### src/rtl/sha256_pkg.sv
// SHA-256 constants, FSM encoding and the bitwise helper functions shared by
// the compression core and its round sub-module.
package sha256_pkg;

  typedef enum logic [1:0] {IDLE, ROUND, FINAL, DONE} state_t;

  // Working variables; a sits in the top word so the struct lines up with
  // the digest layout (H0 in the MSBs).
  typedef struct packed {
    logic [31:0] a, b, c, d, e, f, g, h;
  } work_t;

  localparam logic [255:0] IV = {
    32'h6a09e667, 32'hbb67ae85, 32'h3c6ef372, 32'ha54ff53a,
    32'h510e527f, 32'h9b05688c, 32'h1f83d9ab, 32'h5be0cd19
  };

  localparam logic [0:63][31:0] K = {
    32'h428a2f98, 32'h71374491, 32'hb5c0fbcf, 32'he9b5dba5, 32'h3956c25b, 32'h59f111f1, 32'h923f82a4, 32'hab1c5ed5,
    32'hd807aa98, 32'h12835b01, 32'h243185be, 32'h550c7dc3, 32'h72be5d74, 32'h80deb1fe, 32'h9bdc06a7, 32'hc19bf174,
    32'he49b69c1, 32'hefbe4786, 32'h0fc19dc6, 32'h240ca1cc, 32'h2de92c6f, 32'h4a7484aa, 32'h5cb0a9dc, 32'h76f988da,
    32'h983e5152, 32'ha831c66d, 32'hb00327c8, 32'hbf597fc7, 32'hc6e00bf3, 32'hd5a79147, 32'h06ca6351, 32'h14292967,
    32'h27b70a85, 32'h2e1b2138, 32'h4d2c6dfc, 32'h53380d13, 32'h650a7354, 32'h766a0abb, 32'h81c2c92e, 32'h92722c85,
    32'ha2bfe8a1, 32'ha81a664b, 32'hc24b8b70, 32'hc76c51a3, 32'hd192e819, 32'hd6990624, 32'hf40e3585, 32'h106aa070,
    32'h19a4c116, 32'h1e376c08, 32'h2748774c, 32'h34b0bcb5, 32'h391c0cb3, 32'h4ed8aa4a, 32'h5b9cca4f, 32'h682e6ff3,
    32'h748f82ee, 32'h78a5636f, 32'h84c87814, 32'h8cc70208, 32'h90befffa, 32'ha4506ceb, 32'hbef9a3f7, 32'hc67178f2
  };

  function automatic logic [31:0] rotr(input logic [31:0] x, input int n);
    return (x >> n) | (x << (32 - n));
  endfunction

  function automatic logic [31:0] bsig0(input logic [31:0] x);
    return rotr(x, 2) ^ rotr(x, 13) ^ rotr(x, 22);
  endfunction

  function automatic logic [31:0] bsig1(input logic [31:0] x);
    return rotr(x, 6) ^ rotr(x, 11) ^ rotr(x, 25);
  endfunction

  function automatic logic [31:0] ssig0(input logic [31:0] x);
    return rotr(x, 7) ^ rotr(x, 18) ^ (x >> 3);
  endfunction

  function automatic logic [31:0] ssig1(input logic [31:0] x);
    return rotr(x, 17) ^ rotr(x, 19) ^ (x >> 10);
  endfunction

  function automatic logic [31:0] ch(input logic [31:0] x, input logic [31:0] y, input logic [31:0] z);
    return (x & y) ^ (~x & z);
  endfunction

  function automatic logic [31:0] maj(input logic [31:0] x, input logic [31:0] y, input logic [31:0] z);
    return (x & y) ^ (x & z) ^ (y & z);
  endfunction

endpackage

### src/rtl/sha256_round.sv
// One combinational SHA-256 round: (a..h, K[t], W[t]) -> next a..h.
module sha256_round
  import sha256_pkg::*;
(
  input  work_t       cur,
  input  logic [31:0] k,
  input  logic [31:0] w,
  output work_t       nxt
);

  logic [31:0] t1, t2;

  always_comb begin
    t1    = cur.h + bsig1(cur.e) + ch(cur.e, cur.f, cur.g) + k + w;
    t2    = bsig0(cur.a) + maj(cur.a, cur.b, cur.c);
    nxt   = cur;
    nxt.a = t1 + t2;
    nxt.b = cur.a;
    nxt.c = cur.b;
    nxt.d = cur.c;
    nxt.e = cur.d + t1;
    nxt.f = cur.e;
    nxt.g = cur.f;
    nxt.h = cur.g;
  end

endmodule

### src/rtl/sha256.sv
// Iterative SHA-256 compression core: one 512-bit pre-padded block per
// handshake, one round per clock, digest held until the consumer takes it.
module sha256
  import sha256_pkg::*;
(
  input  logic         clk_i,
  input  logic         rst_i,
  input  logic         new_hash,
  input  logic [511:0] in,
  input  logic         in_valid,
  output logic         in_ready,
  output logic [255:0] out,
  output logic         out_valid,
  input  logic         out_ready
);

  state_t            state, state_nxt;
  logic [5:0]        t;
  logic [0:15][31:0] sched;
  logic [31:0]       w_new;
  work_t             work, work_nxt;
  logic [7:0][31:0]  chain, chain_sel, work_w, digest;
  logic              accept;

  assign in_ready  = rst_i && (state == IDLE);
  assign out_valid = (state == DONE);
  assign accept    = in_ready && in_valid;

  assign chain_sel = new_hash ? IV : chain;
  assign work_w    = work;

  // sched[0] is always W[t]; the word shifted in is W[t+16]. Words produced
  // past t=47 are never consumed, which keeps the shift unconditional.
  assign w_new = ssig1(sched[14]) + sched[9] + ssig0(sched[1]) + sched[0];

  always_comb begin
    digest = '0;
    for (int i = 0; i < 8; i++) digest[i] = chain[i] + work_w[i];
  end

  sha256_round u_round (
    .cur (work),
    .k   (K[t]),
    .w   (sched[0]),
    .nxt (work_nxt)
  );

  always_ff @(posedge clk_i) begin
    if (!rst_i) state <= IDLE;
    else        state <= state_nxt;
  end

  always_comb begin
    state_nxt = state;
    unique case (state)
      IDLE:    if (in_valid)    state_nxt = ROUND;
      ROUND:   if (t == 6'd63)  state_nxt = FINAL;
      FINAL:                    state_nxt = DONE;
      DONE:    if (out_ready)   state_nxt = IDLE;
      default:                  state_nxt = IDLE;
    endcase
  end

  // chain holds the value being chained from until FINAL replaces it.
  always_ff @(posedge clk_i) begin
    if (!rst_i) begin
      t     <= '0;
      chain <= IV;
      out   <= '0;
    end else begin
      if (accept) begin
        t     <= '0;
        chain <= chain_sel;
      end else if (state == ROUND) begin
        t <= t + 6'd1;
      end else if (state == FINAL) begin
        chain <= digest;
        out   <= digest;
      end
    end
  end

  always_ff @(posedge clk_i) begin
    if (accept) begin
      sched <= in;
      work  <= chain_sel;
    end else if (state == ROUND) begin
      sched <= {sched[1:15], w_new};
      work  <= work_nxt;
    end
  end

endmodule

### config.mk
export PLATFORM = sky130hd
export DESIGN_NAME = sha256
export DESIGN_NICKNAME = d
export VERILOG_FILES = /design/src/rtl/sha256_pkg.sv /design/src/rtl/sha256_round.sv /design/src/rtl/sha256.sv
export SDC_FILE = /design/constraint.sdc
export NUM_CORES = 2
export LEC_CHECK = 0
export CORE_MARGIN = 8
export CORE_UTILIZATION = 50
export CTS_CLUSTER_DIAMETER = 80
export DETAILED_ROUTE_END_ITERATION = 8
export HOLD_SLACK_MARGIN = 0.1
export PLACE_DENSITY = 0.71
export SYNTH_ARGS = -nofsm -noshare
export SYNTH_HDL_FRONTEND = slang
export SYNTH_SLANG_ARGS = --single-unit
export TNS_END_PERCENT = 50
### constraint.sdc
create_clock -name clk_i -period 23.1 [get_ports clk_i]
set_clock_uncertainty 0.2 [all_clocks]
set_input_delay 4.62 -clock clk_i [delete_from_list [all_inputs] [get_ports clk_i]]
set_output_delay 4.62 -clock clk_i [all_outputs]
set_load 0.05 [all_outputs]
==> impl_metrics.csv <==
group,metric,value,unit
synthesis,synth_top_area_frac,0.294,
placement,portBuffers,774,
setup_path,crit_path_end_kind,"output port",
setup_path,worstRegToRegCells,33,
drt,num_vias,68274,
flow_run,drv_cap,0,
timing,period_needed,11.69,ns
clock_network,clockBufferDepth,3,
final_layout,stdcell_area,92800,um2
timing,slew_headroom,0.105,
clock_network,clkTransAtPathRegs,0.07,ns
drt,drt_first_iter_violations,8312,
clock_network,clkLatencyLatePin,0.80,ns
placement,dp_cells,11157,
drt,first_pass_iters,6,
drt,viasPerCell,5.95,
synthesis,synth_area_per_cell,9.00,um2
clock_network,cts.sinks,1288,
die,die_h,412,um
synthesis,synth_flop_cell,"edfxtp_1",
timing,clock.fmax,85.5,MHz
die,die_w,412,um
placement,gp_congestion,1.00,
final_layout,multiInputGateArea,41600,um2
grt,antenna_found_initial,48,
final_layout,final_cells,11465,
clock_network,holdBufCountCts,0,
setup_path,crit_chain,"buf_4, inv_8, nor2_1, clkdlybuf4s50_1",
setup_path,worstSetupEndpoint,"in_ready",
setup_path,r2r_end,"work[253]",
drt,wl_per_cell,27.2,um
timing,rsz0062_at_grt,"no",
clock_network,cts-resized-gates,0,
drt,drc,0,
synthesis,synth_cell_types,89,
grt,grt_overflow,0,
timing,worst_pin_slew,1.33,ns
setup_path,reg2reg_slack,12.50,ns
die,core_area,156000,um2
synthesis,synth_edf_count,768,
synthesis,yosysTopAreaCell,"edfxtp_1",
clock_network,htreeDepth,4,
synthesis,syn-instance-count,8724,
clock_network,postCtsSetupBuffers,0,
drt,drt-total-wl,311,mm
synthesis,async_flop_share,0,
setup_path,reg2reg_from,"t[1]",
final_layout,final_common_cell,"nand2_1",
setup_path,worstPathArrival,6.87,ns
setup_path,slowest_stage,"clkdlybuf4s50_1",
final_layout,mostFrequentLayoutCells,"1,938 x nand2_1, 772 x clkdlybuf4s50_1, 768 x edfxtp_1, 752 x nor2_1, 517 x dfxtp_1",
timing,finalSetupViolations,0,
synthesis,ys_seq_elements,1288,
final_layout,syn_to_final_growth,18.2,%
setup_path,crit_required,18.28,ns
placement,dp_hpwl,235,mm
clock_network,cts_root_buf,"clkbuf_16",
final_layout,drive_gt1_frac,0.0437,
clock_network,numCtsBuffers,146,
die,core.rowCount,145,
final_layout,num-fill-cells,13696,
synthesis,syn_area,78500,um2
setup_path,crit_start,"rst_i",
die,fp.dieArea,170000,um2
grt,grt_pass1_wl,445,mm
timing,hold_viol,0,
synthesis,synthesis.nets,9840,
timing,setup_tns,0,ns
synthesis,synth.area.top_cells,"edfxtp_1 29%, dfxtp_1 13%, nand2_1 9.3%, ha_1 6.4%, fa_1 5.0%",
final_layout,nNetsFinal,10363,
grt,grt_max_degree,261,
setup_path,startpoint_type,"primary input",
grt,grt_pass1_vias,64968,
timing,period_share,0.506,
worst_hold_path,holdPathStages,2,
worst_hold_path,min_path_type,"flip-flop to flip-flop",
die,start_util,0.503,
final_layout,final_util,0.595,
clock_network,cts_tree,"built",
setup_path,crit_type,"primary input to output port",
setup_path,path_max_fanout,71,
timing,drv_slew,0,
setup_path,slowest_delay,0.87,ns
drt,drtAntennaViolNets,0,
die,boundaryPins,775,
synthesis,yosysSeqAreaShare,0.427,
final_layout,seqCellArea,33500,um2
placement,place_area,87700,um2
outcome,status,"complete, no violations",
synthesis,yosysWarnings,0,
grt,grt_util_all_layers,0.354,
[critical path, delay by kind of cell]
kind / cells / cell delay (ns)
buffers and inverters: 3 / 1.83
and+or+nand+nor: 1 / 0.35
[cells in the mapped netlist (36+ instances only)]
library cell,instances
a22oi_1,72
clkbuf_1,424
nor2_1,757
a21o_1,190
nand3_1,133
xor2_1,204
mux2i_1,207
a22o_1,43
a31oi_1,51
edfxtp_1,768
buf_1,62
o22ai_1,91
and3_1,36
nand2_1,1941
ha_1,404
nor2b_1,48
a21oi_1,514
inv_1,446
o21ai_0,448
fa_1,195
nand2b_1,49
o21a_1,49
a211oi_1,68
dfxtp_1,520
xnor2_1,381
o21bai_1,40
o21ai_1,37
nor3_1,88
[cell type report]
class / instances / area share
repair buffers: 862 / 0.0908
clock buffers: 190 / 0.0447
flip-flops and latches: 1288 / 0.361
clock inverters: 79 / 0.00870
well taps: 2058 / 0.0278
inverters: 452 / 0.0184
diodes: 39 / 0.00105
multi-input cells: 6497 / 0.448
[state kept, by name, indices dropped and copies added, names as in the netlist]
| name | count |
|---|---|
| chain | 256 |
| out | 256 |
| sched | 512 |
| state | 2 |
| t | 6 |
| work | 256 |
[metrics by stage]
stage,setup slack (ns),hold slack [ns]
finish,11.41,0.266
detailed placement,11.42,0.250
global placement,11.44,0.243
CTS,11.41,0.264
floorplan,6.64,0.233
global route,11.32,0.293
[how the worst min path moves through the flow]
stage | start | end | slack, ns
after global routing | out[211] | out[211] | 0.29
final | sched[314] | sched[346] | 0.27
after detailed placement | chain[31] | chain[31] | 0.25
after global placement | chain[31] | chain[31] | 0.24
after CTS | chain[31] | chain[31] | 0.26
after floorplan | chain[31] | chain[31] | 0.23
[routing by layer]
layer	vias up	share of wire	GRT usage	wire, um
met1	32985	0.40	0.471	124000
met3	637	0.11	0.0891	33200
met2	3539	0.44	0.538	137000
li1	31105	-	-	-
met5	-	0.00013	0	42
met4	8	0.055	0.170	17000
[cells by family after synthesis]
logic type / after synthesis / synth area share
compound gates: 1867 / 0.149
xor+xnor: 587 / 0.0659
fa+ha+maj: 621 / 0.117
buf+inv: 939 / 0.0449
flops: 1288 / 0.427
mux: 240 / 0.0319
simple gates: 3182 / 0.165
Power is not shown: default switching activity piles up to over one toggle a cycle in this logic, so the estimate is an artifact.
